<file path="config.mk">
export PLATFORM = sky130hd
export DESIGN_NAME = fsm3onehot_sched
export DESIGN_NICKNAME = d
export VERILOG_FILES = /design/src/rtl/fsm3onehot_pkg.sv /design/src/rtl/fsm3onehot_step.sv /design/src/rtl/fsm3onehot_sched.sv
export SDC_FILE = /design/constraint.sdc
export NUM_CORES = 1
export LEC_CHECK = 0
export BUFFER_PORTS_ARGS = -buffer_cell sky130_fd_sc_hd__buf_4
export CAP_MARGIN = 10
export CORE_MARGIN = 1
export CORE_UTILIZATION = 47
export DETAILED_ROUTE_END_ITERATION = 8
export PLACE_DENSITY = 0.69
export SKIP_CTS_REPAIR_TIMING = 1
export SLEW_MARGIN = 20
export SYNTH_ARGS = -nofsm -noshare
export SYNTH_HDL_FRONTEND = slang
export SYNTH_SLANG_ARGS = --single-unit
export TNS_END_PERCENT = 30
</file>
<file path="constraint.sdc">
create_clock -name clk -period 3 [get_ports clk]
set_input_delay 0.15 -clock clk [delete_from_list [all_inputs] [get_ports clk]]
set_output_delay 0.15 -clock clk [all_outputs]
set_load 0.1 [all_outputs]
</file>
<file path="src/rtl/fsm3onehot_pkg.sv">
// fsm3onehot_pkg: shared state encoding and step function for the one-hot "101" recognizer.
package fsm3onehot_pkg;

    localparam int A = 0;
    localparam int B = 1;
    localparam int C = 2;
    localparam int D = 3;
    localparam int ST_W = 4;
    localparam logic [ST_W-1:0] ST_RESET = 4'b0001;

    function automatic logic [ST_W-1:0] step(input logic [ST_W-1:0] s, input logic in);
        logic [ST_W-1:0] n;
        n[A] = (s[A] | s[C]) & ~in;
        n[B] = (s[A] | s[B] | s[D]) & in;
        n[C] = (s[B] | s[D]) & ~in;
        n[D] = s[C] & in;
        return n;
    endfunction

endpackage

</file>
<file path="src/rtl/fsm3onehot_step.sv">
// fsm3onehot_step: combinational next-state datapath shared by all channels.
module fsm3onehot_step
    import fsm3onehot_pkg::*;
(
    input  logic [ST_W-1:0] i_state,
    input  logic            i_in,
    output logic [ST_W-1:0] o_next
);

    assign o_next = step(i_state, i_in);

endmodule

</file>
<file path="src/rtl/fsm3onehot_sched.sv">
// fsm3onehot_sched: round-robin time-multiplexing of one "101" recognizer step over NCH serial channels.
module fsm3onehot_sched
    import fsm3onehot_pkg::*;
#(
    parameter  int NCH = 4,
    localparam int CW  = $clog2(NCH)
) (
    input  logic           clk,
    input  logic           resetn,
    input  logic [NCH-1:0] req,
    input  logic [NCH-1:0] bit_in,
    input  logic [NCH-1:0] clr,
    output logic [NCH-1:0] ack,
    output logic           match_valid,
    output logic [CW-1:0]  match_ch,
    output logic [15:0]    match_cnt
);

    logic [ST_W-1:0] r_st [NCH];
    logic [CW-1:0]   r_ptr;
    logic [CW-1:0]   w_g;
    logic [CW-1:0]   w_idx;
    logic [NCH-1:0]  w_elig;
    logic            w_any;
    logic [ST_W-1:0] w_cur;
    logic [ST_W-1:0] w_next;
    logic            w_in;

    // Search starts just after the last granted channel, so every requester is served within NCH cycles.
    always_comb begin
        w_elig = resetn ? req & ~clr : '0;
        w_g    = '0;
        w_any  = 1'b0;
        w_idx  = '0;
        for (int k = 1; k <= NCH; k++) begin
            w_idx = CW'((int'(r_ptr) + k) % NCH);
            if (!w_any && w_elig[w_idx]) begin
                w_any = 1'b1;
                w_g   = w_idx;
            end
        end
        ack = w_any ? NCH'(1) << w_g : '0;
    end

    assign w_cur = r_st[w_g];
    assign w_in  = bit_in[w_g];

    fsm3onehot_step u_step (
        .i_state (w_cur),
        .i_in    (w_in),
        .o_next  (w_next)
    );

    always_ff @(posedge clk) begin
        if (!resetn) begin
            for (int i = 0; i < NCH; i++) r_st[i] <= ST_RESET;
            r_ptr       <= CW'(NCH - 1);
            match_valid <= 1'b0;
            match_ch    <= '0;
            match_cnt   <= '0;
        end else begin
            for (int i = 0; i < NCH; i++) begin
                if (clr[i]) r_st[i] <= ST_RESET;
                else if (w_any && w_g == CW'(i)) r_st[i] <= w_next;
            end
            if (w_any) r_ptr <= w_g;
            match_valid <= w_any & w_next[D];
            if (w_any && w_next[D]) begin
                match_ch  <= w_g;
                match_cnt <= match_cnt + 16'd1;
            end
        end
    end

endmodule

</file>
== After elaboration in Yosys (flattened, before gate mapping) ==
Memories as Yosys holds them, arrays and structs flattened.
Index checks and enable logic that the tools add are counted.
Storage, ports and cells
  memories kept: 1
  input bits: 14
  register bits after elaboration: 21
  memory bits (writable): 16
  output and inout bits: 23
  word-level logic and storage cells: 108
Memory list
  r_st: depth 4, bits a word 4, read ports 1, clocked after Yosys merged registers in 0, wr ports 4, line fsm3onehot_sched.sv:19  | logic [ST_W-1:0] r_st [NCH];
Cells by class
  add/sub/neg operators: 5
  multiplexer cells: 57
  order comparisons: 5
  bitwise logic cells: 20
  equality and inequality tests: 3
  reduce and logical (&&, ||, !) cells: 12
  shifts and indexed selects: 1
Operators with widths (count)
  4-bit 2-to-1 mux: 10
  1-bit 2-to-1 mux: 38
  16-bit by 1-bit adder with 16-bit output (second input constant): 1
  2-bit by 3-bit < comparator with 1-bit output (second input constant): 5
  1-bit bitwise OR: 12
  1-bit binary-select mux with 2-bit select: 5
  1-bit logical AND: 8
  2-bit 2-to-1 mux: 4
  1-bit bitwise AND: 5
  2-bit by 1-bit adder with 2-bit output (second input constant): 2
  2-bit adder (second input constant): 2
  4-bit bitwise AND: 1
  2-bit == test (second input constant): 2
  4-bit NOT: 1
  1-bit by 2-bit left shift with 4-bit output (first input constant): 1
  1-bit logical NOT: 3
  2-bit by 1-bit == test with 1-bit output (second input constant): 1
  2-bit logical NOT: 1
  1-bit NOT: 1

== Depth between registers and ports, before layout ==
Gate-level depths: netlist of run 1.
  depth after elaboration: 22
  gate-level depth with buffers: 10

== By module ==
Synthesis of run 1 repeated with hierarchy kept, for this count alone.
Unflattened totals
  cells, all modules: 181
  area total of the unflattened synthesis: 1901.8 sq um
By module, submodules not included
  fsm3onehot_sched: sequential area each 900.9 sq um, area each 1866.8 sq um, times used 1, cells an instance 177
  fsm3onehot_step: sequential area each 0.0 sq um, area each 35.0 sq um, times used 1, cells an instance 4

== Worst setup path after synthesis of run 1 ==
No wires, ideal clock.
  kind: flip-flop to flip-flop
  start: reg r_ptr[0]
  end: mem r_st[1][0], enable pin
  buffers on the path: 1
  slack: -1.081 ns
  data arrival time: 3.769 ns
  library setup time: 0.312 ns
  stages on the path, launching flop included: 7
  cell sequence: dfxtp_1 buf_6 or4b_4 o211ai_2 nor2_1 nor3_1 or3_1
RTL lines
  start, declared: line fsm3onehot_sched.sv:20  | logic [CW-1:0] r_ptr;
  start signal, assigned: line fsm3onehot_sched.sv:57  | r_ptr <= CW'(NCH - 1);
  start signal, assigned: line fsm3onehot_sched.sv:66  | if (w_any) r_ptr <= w_g;
  end, declared: line fsm3onehot_sched.sv:19

== Final worst setup path of run 1 ==
  start: reg r_ptr[0]
  end: reg match_cnt[12]
Between the ends
  word-level cells in the longest chain between the ends: 17
RTL lines
  2-bit by 1-bit adder with 2-bit output: line fsm3onehot_sched.sv:36  | w_idx = CW'((int'(r_ptr) + k) % NCH);
  1-bit binary-select mux with 2-bit select: line fsm3onehot_sched.sv:37  | if (!w_any && w_elig[w_idx]) begin
  1-bit 2-to-1 mux (implied by the code): line fsm3onehot_sched.sv:37
  1-bit 2-to-1 mux: line fsm3onehot_sched.sv:37
  1-bit logical NOT: line fsm3onehot_sched.sv:37
  1-bit logical AND: line fsm3onehot_sched.sv:37
  1-bit 2-to-1 mux: line fsm3onehot_sched.sv:37
  1-bit logical NOT: line fsm3onehot_sched.sv:37
  1-bit logical AND: line fsm3onehot_sched.sv:37
  1-bit 2-to-1 mux: line fsm3onehot_sched.sv:37
  1-bit logical NOT: line fsm3onehot_sched.sv:37
  1-bit logical AND: line fsm3onehot_sched.sv:37
  2-bit 2-to-1 mux: line fsm3onehot_sched.sv:37
  1-bit binary-select mux with 2-bit select: line fsm3onehot_sched.sv:46  | assign w_in = bit_in[w_g];
  1-bit 2-to-1 mux (implied by the code): line fsm3onehot_sched.sv:46
  1-bit bitwise AND: line fsm3onehot_pkg.sv:16  | n[D] = s[C] & in;
  1-bit logical AND *: line fsm3onehot_sched.sv:68  | if (w_any && w_next[D]) begin
  end signal, assigned: line fsm3onehot_sched.sv:70  | match_cnt <= match_cnt + 16'd1;
  end, declared: line fsm3onehot_sched.sv:16  | output logic [15:0] match_cnt
Mark *: on every way between the ends. The rest lies on a longest branch, timed or not. The select of a mux whose other input is x is not followed.
A chain may end at the register's enable or synchronous reset.

==> results.ini, run 1 <==
[sta]
worst_pin_slew_ns=0.792
fmax_mhz=363
holdWs_ns=0.124
worst_slack_ns=0.247
relSlewSlack_pct=47.0
drv_slew=0
fin_crit_ns=2.75
finalCritPeriodShare_pct=91.8
hold_viol_final=0
finClkSkew_ns=0.00252
rsz0062_at_grt=false
fin_tns_setup_ns=0
setup_viol=0

[clock_tree]
clk_latency_ns=0.29
clk_pin_slew_worst_paths_ns=0.08
cts_tree=done
cts_buffers=5
htree_levels=2
cts.sinks=37
root_buffer=clkbuf_8
clock_path_buffers=2

[placement]
io_buffers=36
post_dp_cell_area_sq_mm=0.00232
pre_cts_slack_ns=0.291
place_congestion=0.954
hpwl_um=3530

[critical_path]
cp_slowest_cell=or4_1
worst_setup_path_end_kind=flop
crit_fanout=33
crit_family=simple AND/OR/NAND/NOR gates
cp_slowest_stage_delay_ns=0.58
crit_chain=or4b_4 -> o211a_2 -> nand2_1 -> mux2i_1 -> o211ai_4 -> or4_1 -> a21oi_1
arrival_ns=2.98
crit_path_start_kind=flop
worstPathRequired_ns=3.23
path_buf_inv=0
worst-setup-path-type=reg -> reg

[global_route]
gr-usage-met1_pct=36.2
antenna_found_initial=0
grt_usage_pct=24.2
grt_max_degree=34
grt.met3_usage_pct=4.56
grt_pass1_vias=1630
gr-total-overflow=0
grtUsageMet2_pct=34.8
grt_pass1_wl_um=8090
top_usage_layer=met1

[drt]
drtPass1Iterations=4
routed_wl_um=4980
drc=0
drt-initial-drc-count=223
drtAntennaViolNets=0
wl_per_cell_um=16.4
vias=1854
via_per_inst=6.12

[logic_synthesis]
synth-seq-area-share_pct=44.6
syn_nets=230
yosys_warnings=0
syn_area_sq_mm=0.00202
synthCells=215
synth-seq-cells=37
syn_area_per_cell_sq_um=9.40
synth.distinct_cells=48

[finish]
fillers=380
area_growth_pct=20.2
multiInputGateArea_sq_mm=0.00105
fin_nets=267
diodes=0
layout_commonest_cell=buf_4
post_route_cells_drive_above_1_share_pct=22.5
final_cell_mix=38 x buf_4, 23 x nand2_1, 21 x dfxtp_1, 16 x nand3_1, 16 x edfxtp_1
stdcell_area_sq_mm=0.00243
register_area_sq_um=901

[power]
p_total_uw=1210
p_leak_uw=0.000900
power_density_mw_per_mm2=499
vdd_ir_drop_max_mv=0.398

[floorplan]
initial_utilization_pct=49.8
ios=37
rows=23
die_x_um=67.6
core_area_sq_mm=0.00406
die_area_sq_mm=0.00457
dieHeight_um=67.6

[worst_hold_path]
min_path_type=in -> reg

[run]
maxCapViolCount=0

[run_status]
status=completed

power breakdown:
group	internal (uW)	switching, uW
Sequential	546	14.6
Combinational	62.3	140
Clock	250	201
Total	858	356
routing by layer:
layer | share of wire [%] | vias up
li1 | - | 908
met1 | 49 | 892
met2 | 45 | 47
met3 | 5.7 | 7
met4 | 1.0 | 0
met5 | 0 | -
path summary, 6_finish.rpt:
| check | endpoint | from | slack (ns) | cells past startpoint |
|---|---|---|---|---|
| max reg2reg | match_cnt[12] | r_ptr[0] | 0.25 | 7 |
| min reg2reg | match_ch[0] | match_ch[0] | 0.48 | 2 |
| min | r_ptr[1] | resetn | 0.12 | 2 |
| max | match_cnt[12] | r_ptr[0] | 0.25 | 7 |
metrics by stage:
stage / util [%] / cells
6_report: 59.9 / 303
5_1_grt: 59.9 / 303
4_1_cts: 59.9 / 303
3_5_place_dp: 57.1 / 295
3_3_place_gp: 57.1 / 295
2_1_floorplan: - / 215
logic make-up after synthesis:
kind of cell,count (synthesis),synth area share [%]
and+or+nand+nor,99,26.9
AOI/OAI and AO/OA,61,21.9
DFF,37,44.6
buffers and inverters,13,4.08
muxes,3,1.49
xor gates and xnor gates,1,0.433
adders and majority gates,1,0.619
registers in the layout (all words and copies together), names as in the netlist:
| register | cells |
|---|---|
| r_ptr | 2 |
| match_ch | 2 |
| match_cnt | 16 |
| match_valid | 1 |
| r_st | 16 |
cells in the mapped netlist (all sizes together):
| library cell | instances | area [sq um] |
|---|---|---|
| o21ai | 13 | 65.1 |
| nor4 | 3 | 18.8 |
| nand3b | 1 | 7.51 |
| inv | 5 | 18.8 |
| a21oi | 15 | 78.8 |
| nand3 | 16 | 80.1 |
| a311oi | 1 | 8.76 |
| dfxtp | 21 | 420 |
| buf | 5 | 52.6 |
| and2 | 4 | 25.0 |
| a22oi | 1 | 7.51 |
| nor2 | 10 | 37.5 |
| o211a | 1 | 10.0 |
| and4 | 4 | 35.0 |
| o221a | 1 | 11.3 |
| o311ai | 4 | 42.6 |
| o211ai | 6 | 63.8 |
| nand2b | 9 | 56.3 |
| o31ai | 9 | 67.6 |
| o41ai | 1 | 8.76 |
| ha | 1 | 12.5 |
| a211oi | 1 | 7.51 |
| edfxtp | 16 | 480 |
| nor2b | 4 | 25.0 |
| or4b | 1 | 13.8 |
| a21o | 3 | 22.5 |
| a31oi | 1 | 6.26 |
| or4 | 8 | 63.8 |
| xor2 | 1 | 8.76 |
| or3 | 7 | 43.8 |
| mux2i | 3 | 30.0 |
| o221ai | 2 | 23.8 |
| nand4 | 2 | 12.5 |
| a32oi | 1 | 8.76 |
| nor3 | 4 | 20.0 |
| o311a | 1 | 10.0 |
| and3 | 3 | 18.8 |
| clkbuf | 3 | 11.3 |
| nand2 | 23 | 86.3 |
cell type report:
| class | instances | area share [%] |
|---|---|---|
| tap | 50 | 2.57 |
| clock buffer | 5 | 2.83 |
| multi-input combinational | 165 | 43.2 |
| inverter | 5 | 0.772 |
| timing repair buffer | 38 | 11.7 |
| clock inverter | 3 | 1.85 |
| sequential | 37 | 37.1 |
(Power assumes the default switching activity.)
==> run 2, diff against run 1 <==
--- a/config.mk
+++ b/config.mk
@@ -9,11 +9,13 @@
 export CAP_MARGIN = 10
 export CORE_MARGIN = 1
 export CORE_UTILIZATION = 47
+export CTS_CLUSTER_SIZE = 25
 export DETAILED_ROUTE_END_ITERATION = 8
-export PLACE_DENSITY = 0.69
+export PLACE_DENSITY = 0.7
 export SKIP_CTS_REPAIR_TIMING = 1
 export SLEW_MARGIN = 20
 export SYNTH_ARGS = -nofsm -noshare
 export SYNTH_HDL_FRONTEND = slang
+export SYNTH_HIERARCHICAL = 1
 export SYNTH_SLANG_ARGS = --single-unit
 export TNS_END_PERCENT = 30
==> results.ini, run 2 <==
[floorplan]
die_x_um=65.6  ; -2.9%
core_area_sq_mm=0.00377  ; -7.1%
rows=22  ; -4.3%
dieHeight_um=65.6  ; -2.9%
ios=37  ; unchanged
die_area_sq_mm=0.00430  ; -5.8%
initial_utilization_pct=50.4  ; +0.60 points

[logic_synthesis]
syn_area_sq_mm=0.00190  ; -5.9%
netlist_top_cells_count=21 x dfxtp_1, 18 x nor2_1, 16 x edfxtp_1
synth_area_leaders=edfxtp_1 25%, dfxtp_1 22%, mux4_2 5.9%, and3_1 3.6%, nor2_1 3.6%
yosys.cell_count.top_type=dfxtp_1
synthAdderAreaFrac_pct=0.658  ; +0.039 points
synth_edf_count=16  ; unchanged
synth-seq-cells=37  ; unchanged
synth.distinct_cells=42  ; -13%
synth_top_cell_by_area=edfxtp_1
synth_top_cell_area_share_pct=25.3  ; +1.5 points
synth-seq-area-share_pct=47.4  ; +2.8 points
async_flop_share_pct=0  ; unchanged
yosys_warnings=6  ; +6
syn_nets=196  ; -15%
syn_area_per_cell_sq_um=10.5  ; +12%
ys.flop_type=dfxtp_1
synth_compound_area_share_pct=13.4  ; -8.6 points
synth_xor_area_share_pct=5.99  ; +5.6 points
yosys.area_share.simple_pct=23.0  ; -3.9 points
synth_top_family_by_area=simple AND/OR/NAND/NOR gates
synth_mux_area_share_pct=6.45  ; +5.0 points
synthCells=181  ; -16%

[clock_tree]
htree_levels=2  ; unchanged
cts_buffers=5  ; unchanged
cts_tree=done
clk_latency_ns=0.28  ; about the same
clk_pin_slew_worst_paths_ns=0.07  ; about the same
cts.sinks=37  ; unchanged
clock_path_buffers=2  ; unchanged
root_buffer=clkbuf_8

[drt]
drtAntennaViolNets=0  ; unchanged
drt-initial-drc-count=78  ; -65%
wl_per_cell_um=15.9  ; -3.5%
vias=1503  ; -19%
drtPass1Iterations=5  ; +1
drc=0  ; unchanged
via_per_inst=5.55  ; -9.4%
routed_wl_um=4300  ; -14%

[finish]
register_area_sq_um=902  ; +0.14%
diodes=0  ; unchanged
stdcell_area_sq_mm=0.00232  ; -4.7%
fin_nets=237  ; -11%
multiInputGateArea_sq_um=941  ; -10%
fillers=307  ; -19%
area_growth_pct=21.8
post_route_cells_drive_above_1_share_pct=28.7  ; +6.2 points
top_regs=match_cnt (16), r_st (16)
layout_commonest_cell=buf_4
final_cell_mix=42 x buf_4, 20 x dfxtp_1, 18 x nor2_1, 16 x edfxtp_1, 14 x nand2_1

[power]
netSwitchingFraction_pct=28.1  ; -1.2 points
p_leak_uw=0.000927  ; +2.9%
p_seq_share_pct=51.4  ; +5.2 points
power_density_mw_per_mm2=470  ; -5.8%
clockPowerShare_pct=30.3  ; -6.8 points
comb_power_share_pct=18.3  ; +1.6 points
p_int_uw=783  ; -8.7%
vdd_ir_drop_max_mv=0.268  ; -33%
p_total_uw=1090  ; -10%
p_switching_uw=307  ; -14%

[worst_hold_path]
hp-start=resetn
min_to=match_ch[0]
whs_path_depth=3  ; +1
min_path_type=in -> reg

[critical_path]
worstPathRequired_ns=3.22  ; about the same
crit_path_start_kind=flop
crit_fanout=6  ; -82%
r2r_setup_slack_ns=0.28  ; +0.03 ns
timing.rr.end=match_cnt[13]
arrival_ns=2.94  ; -0.04 ns
worst_setup_path_end_kind=flop
reg2reg_from=r_ptr[1]
reg2reg_depth=11  ; +4
worst-setup-path-type=reg -> reg

[placement]
post_dp_cell_area_sq_mm=0.00223  ; -3.7%
pre_cts_slack_ns=0.212  ; -0.0794 ns
place_congestion=0.925  ; -3.0%
io_buffers=36  ; unchanged
hpwl_um=3150  ; -11%

[sta]
relSlewSlack_pct=74.3  ; +27 points
hold_viol_final=0  ; unchanged
fmax_mhz=367  ; +1.2%
setup_viol=0  ; unchanged
worst_slack_ns=0.279  ; +0.0322 ns
drv_slew=0  ; unchanged
fin_crit_ns=2.72  ; -0.0322 ns
finalCritPeriodShare_pct=90.7  ; -1.1 points
rsz0062_at_grt=false
finClkSkew_ns=0.00333  ; +0.000814 ns
holdWs_ns=0.224  ; +0.0997 ns
worst_pin_slew_ns=0.384  ; -0.408 ns
fin_tns_setup_ns=0  ; unchanged

[run]
maxCapViolCount=0  ; unchanged

[global_route]
gr-total-overflow=0  ; unchanged
grt_pass1_wl_um=7350  ; -9.1%
grt_pass1_vias=1520  ; -6.7%
grt_max_degree=22  ; -35%
grt_usage_pct=22.7  ; -1.5 points
antenna_found_initial=0  ; unchanged

[run_status]
status=completed

==> run 2: cell families (layout without fill, tap and decap cells) <==
| logic type | count (synthesis) | count (layout) |
|---|---|---|
| and+or+nand+nor | 82 | 82 |
| DFF | 37 | 37 |
| AOI/OAI and AO/OA | 30 | 30 |
| xor gates and xnor gates | 13 | 13 |
| buffers and inverters | 12 | 54 |
| muxes | 6 | 6 |
| adders and majority gates | 1 | 1 |
==> run 2: critical path, cell delays in order (launching register included) <==
cell	delay, ns
dfxtp_2	0.39
nand2_1	0.10
o31ai_2	0.21
a211oi_2	0.13
a21oi_2	0.25
mux4_2	0.32
and2_1	0.24
nand2_2	0.09
a41oi_2	0.28
nand3_1	0.18
or3_1	0.34
a21oi_1	0.14
==> run 2: routing by layer <==
layer / up-vias / GRT usage, % / part of all wire (%)
met4: 0 / 7.07 / 1.3
met5: - / 0 / 0
li1: 744 / - / -
met2: 39 / 34.8 / 45
met1: 712 / 31.8 / 49
met3: 8 / 5.03 / 4.5
==> run 2: worst max path at each step <==
stage,from,end,cells past startpoint
5_1_grt,r_ptr[1],match_cnt[13],11
4_1_cts,r_ptr[1],match_cnt[13],11
3_5_place_dp,clr[0],match_cnt[13],12
3_3_place_gp,clr[0],r_st[3][0],9
2_1_floorplan,r_ptr[1],match_cnt[11],13
6_report,r_ptr[1],match_cnt[13],11
==> run 2: through the flow <==
step / instances / util [%]
after floorplan: 181 / -
after global placement: 263 / 59.2
after detailed placement: 263 / 59.2
after CTS: 271 / 61.4
after global routing: 271 / 61.4
final: 271 / 61.4
==> run 2: power groups by stage <==
stage          combinational (uW)  sequential, uW  clock (uW)
5_1_grt                       214             562         357
4_1_cts                       199             560         334
2_1_floorplan                 132             580           0
6_report                      199             560         330
3_3_place_gp                  193             570           0
3_5_place_dp                  198             571           0
==> run 2: layout make-up <==
class                           count  share of cell area (%)
Clock buffer                        6                    3.13
Clock inverter                      2                   0.432
Sequential cell                    37                    39.0
Tap cell                           48                    2.59
Inverter                            4                   0.648
Timing Repair Buffer               42                    13.6
Multi-Input combinational cell    132                    40.6
==> run 3, diff against run 2 <==
--- a/config.mk
+++ b/config.mk
@@ -8,10 +8,9 @@
 export BUFFER_PORTS_ARGS = -buffer_cell sky130_fd_sc_hd__buf_4
 export CAP_MARGIN = 10
 export CORE_MARGIN = 1
-export CORE_UTILIZATION = 47
+export CORE_UTILIZATION = 40
 export CTS_CLUSTER_SIZE = 25
 export DETAILED_ROUTE_END_ITERATION = 8
-export PLACE_DENSITY = 0.7
 export SKIP_CTS_REPAIR_TIMING = 1
 export SLEW_MARGIN = 20
 export SYNTH_ARGS = -nofsm -noshare
==> results.ini, run 3 (synthesized netlist as in run 2, its figures left out) <==
[run_status]
status=complete, but fails checks
violations=design-rule violations

[drt]
wl_per_cell_um=16.2  ; +2.0%
drt-initial-drc-count=62  ; -21%
drc=3  ; +3
via_per_inst=5.49  ; -0.99%
routed_wl_um=4480  ; +4.3%
drtPass1Iterations=6  ; +1
vias=1521  ; +1.2%
drtAntennaViolNets=0  ; unchanged

[global_route]
gr-total-overflow=0  ; unchanged
antenna_found_initial=0  ; unchanged
grt_usage_pct=18.9  ; -3.8 points
grt_pass1_wl_um=7450  ; +1.3%
grt_max_degree=22  ; unchanged
grt_pass1_vias=1545  ; +1.6%

[critical_path]
arrival_ns=2.91  ; -0.03 ns
crit_path_start_kind=flop
worst-setup-path-type=reg -> reg
worstPathRequired_ns=3.17  ; -0.05 ns
crit_fanout=13  ; +7
worst_setup_path_end_kind=flop

[floorplan]
ios=37  ; unchanged
die_x_um=71.0  ; +8.1%
initial_utilization_pct=42.5  ; -7.9 points
core_area_sq_mm=0.00447  ; +19%
dieHeight_um=71.0  ; +8.1%
rows=24  ; +9.1%
die_area_sq_mm=0.00503  ; +17%

[sta]
drv_slew=0  ; unchanged
setup_viol=0  ; unchanged
fmax_mhz=366  ; -0.48%
fin_tns_setup_ns=0  ; unchanged
rsz0062_at_grt=false
finClkSkew_ns=0.00818  ; +0.00485 ns
hold_viol_final=0  ; unchanged
holdWs_ns=0.226  ; +0.00160 ns
fin_crit_ns=2.73  ; +0.0130 ns
relSlewSlack_pct=49.3  ; -25 points
worst_pin_slew_ns=0.752  ; +0.369 ns
finalCritPeriodShare_pct=91.1  ; +0.43 points
worst_slack_ns=0.266  ; -0.0130 ns

[finish]
final_cell_mix=44 x buf_4, 20 x dfxtp_1, 18 x nor2_1, 16 x edfxtp_1, 14 x nand2_1
top_regs=match_cnt (16), r_st (16)
area_growth_pct=23.4
diodes=0  ; unchanged
post_route_cells_drive_above_1_share_pct=29.3  ; +0.63 points
fin_nets=239  ; +0.84%
layout_commonest_cell=buf_4

[clock_tree]
cts.sinks=37  ; unchanged
clk_latency_ns=0.29  ; about the same
root_buffer=clkbuf_8
clock_path_buffers=2  ; unchanged
htree_levels=2  ; unchanged
cts_tree=done
cts_buffers=5  ; unchanged
clk_pin_slew_worst_paths_ns=0.07  ; about the same

[run]
maxCapViolCount=0  ; unchanged

[power]
p_leak_uw=0.000939  ; +1.3%
power_density_mw_per_mm2=482  ; +2.4%
vdd_ir_drop_max_mv=0.273  ; +1.9%

[placement]
hpwl_um=3280  ; +4.4%
pre_cts_slack_ns=0.199  ; -0.0130 ns
place_congestion=0.815  ; -12%
io_buffers=36  ; unchanged

[worst_hold_path]
min_path_type=in -> reg

[run 3: cell types whose count changed in the layout (fill, tap and decap cells not counted)]
cell / delta
buf_4: +2
clkbuf_8: +1
clkinv_2: -2
inv_4: +1
[run 3: area by class of cell]
type	count	area [sq um]
clock buffers	7	86.3
inverters	4	15.0
multi-input cells	132	941
flip-flops and latches	37	902
well taps	52	65.1
clock inverters	1	6.26
fillers	412	2130
repair buffers	44	330
[run 3: power by group]
part / leakage, uW / total (uW) / internal, uW / switching, uW
combinational: 0.000553 / 202 / 74.9 / 127
clock: 0.0000488 / 368 / 187 / 180
sequential: 0.000338 / 559 / 548 / 11.1
[run 3: per-layer routing]
layer  track usage (%)  vias up  part of all wire, %
li1                  -      752                    -
met1              24.5      726                   47
met2              32.1       38                   47
met3              4.99        5                  4.9
met4              4.00        0                 0.83
met5                 0        -                    0
[run 3: per-stage QoR]
step	util [%]	area, sq um	std cells	total power, uW
6_report	52.4	2350	277	1130
5_1_grt	52.4	2350	277	1170
4_1_cts	52.2	2340	276	1130
3_5_place_dp	50.2	2240	268	771
3_3_place_gp	50.2	2240	268	766
2_1_floorplan	-	1900	181	712
[run 3: final timing paths]
| check | from | end | slack, ns | cells after the start |
|---|---|---|---|---|
| worst min register to register | match_ch[1] | match_ch[1] | 0.48 | 2 |
| worst min-delay path | resetn | match_ch[0] | 0.23 | 3 |
| worst max register to register | r_ptr[1] | match_cnt[15] | 0.27 | 12 |
| worst max-delay path | r_ptr[1] | match_cnt[15] | 0.27 | 12 |
[run 3: worst max-delay path, stage by stage, from the launching register on]
cell      delay, ns
dfxtp_2        0.38
nand2_1        0.09
o31ai_2        0.23
a211oi_2       0.12
a21oi_2        0.26
mux4_2         0.59
and2_1         0.23
nand2_2        0.11
a41oi_2        0.04
buf_4          0.22
nand4_1        0.13
xor2_1         0.16
nor2_1         0.05
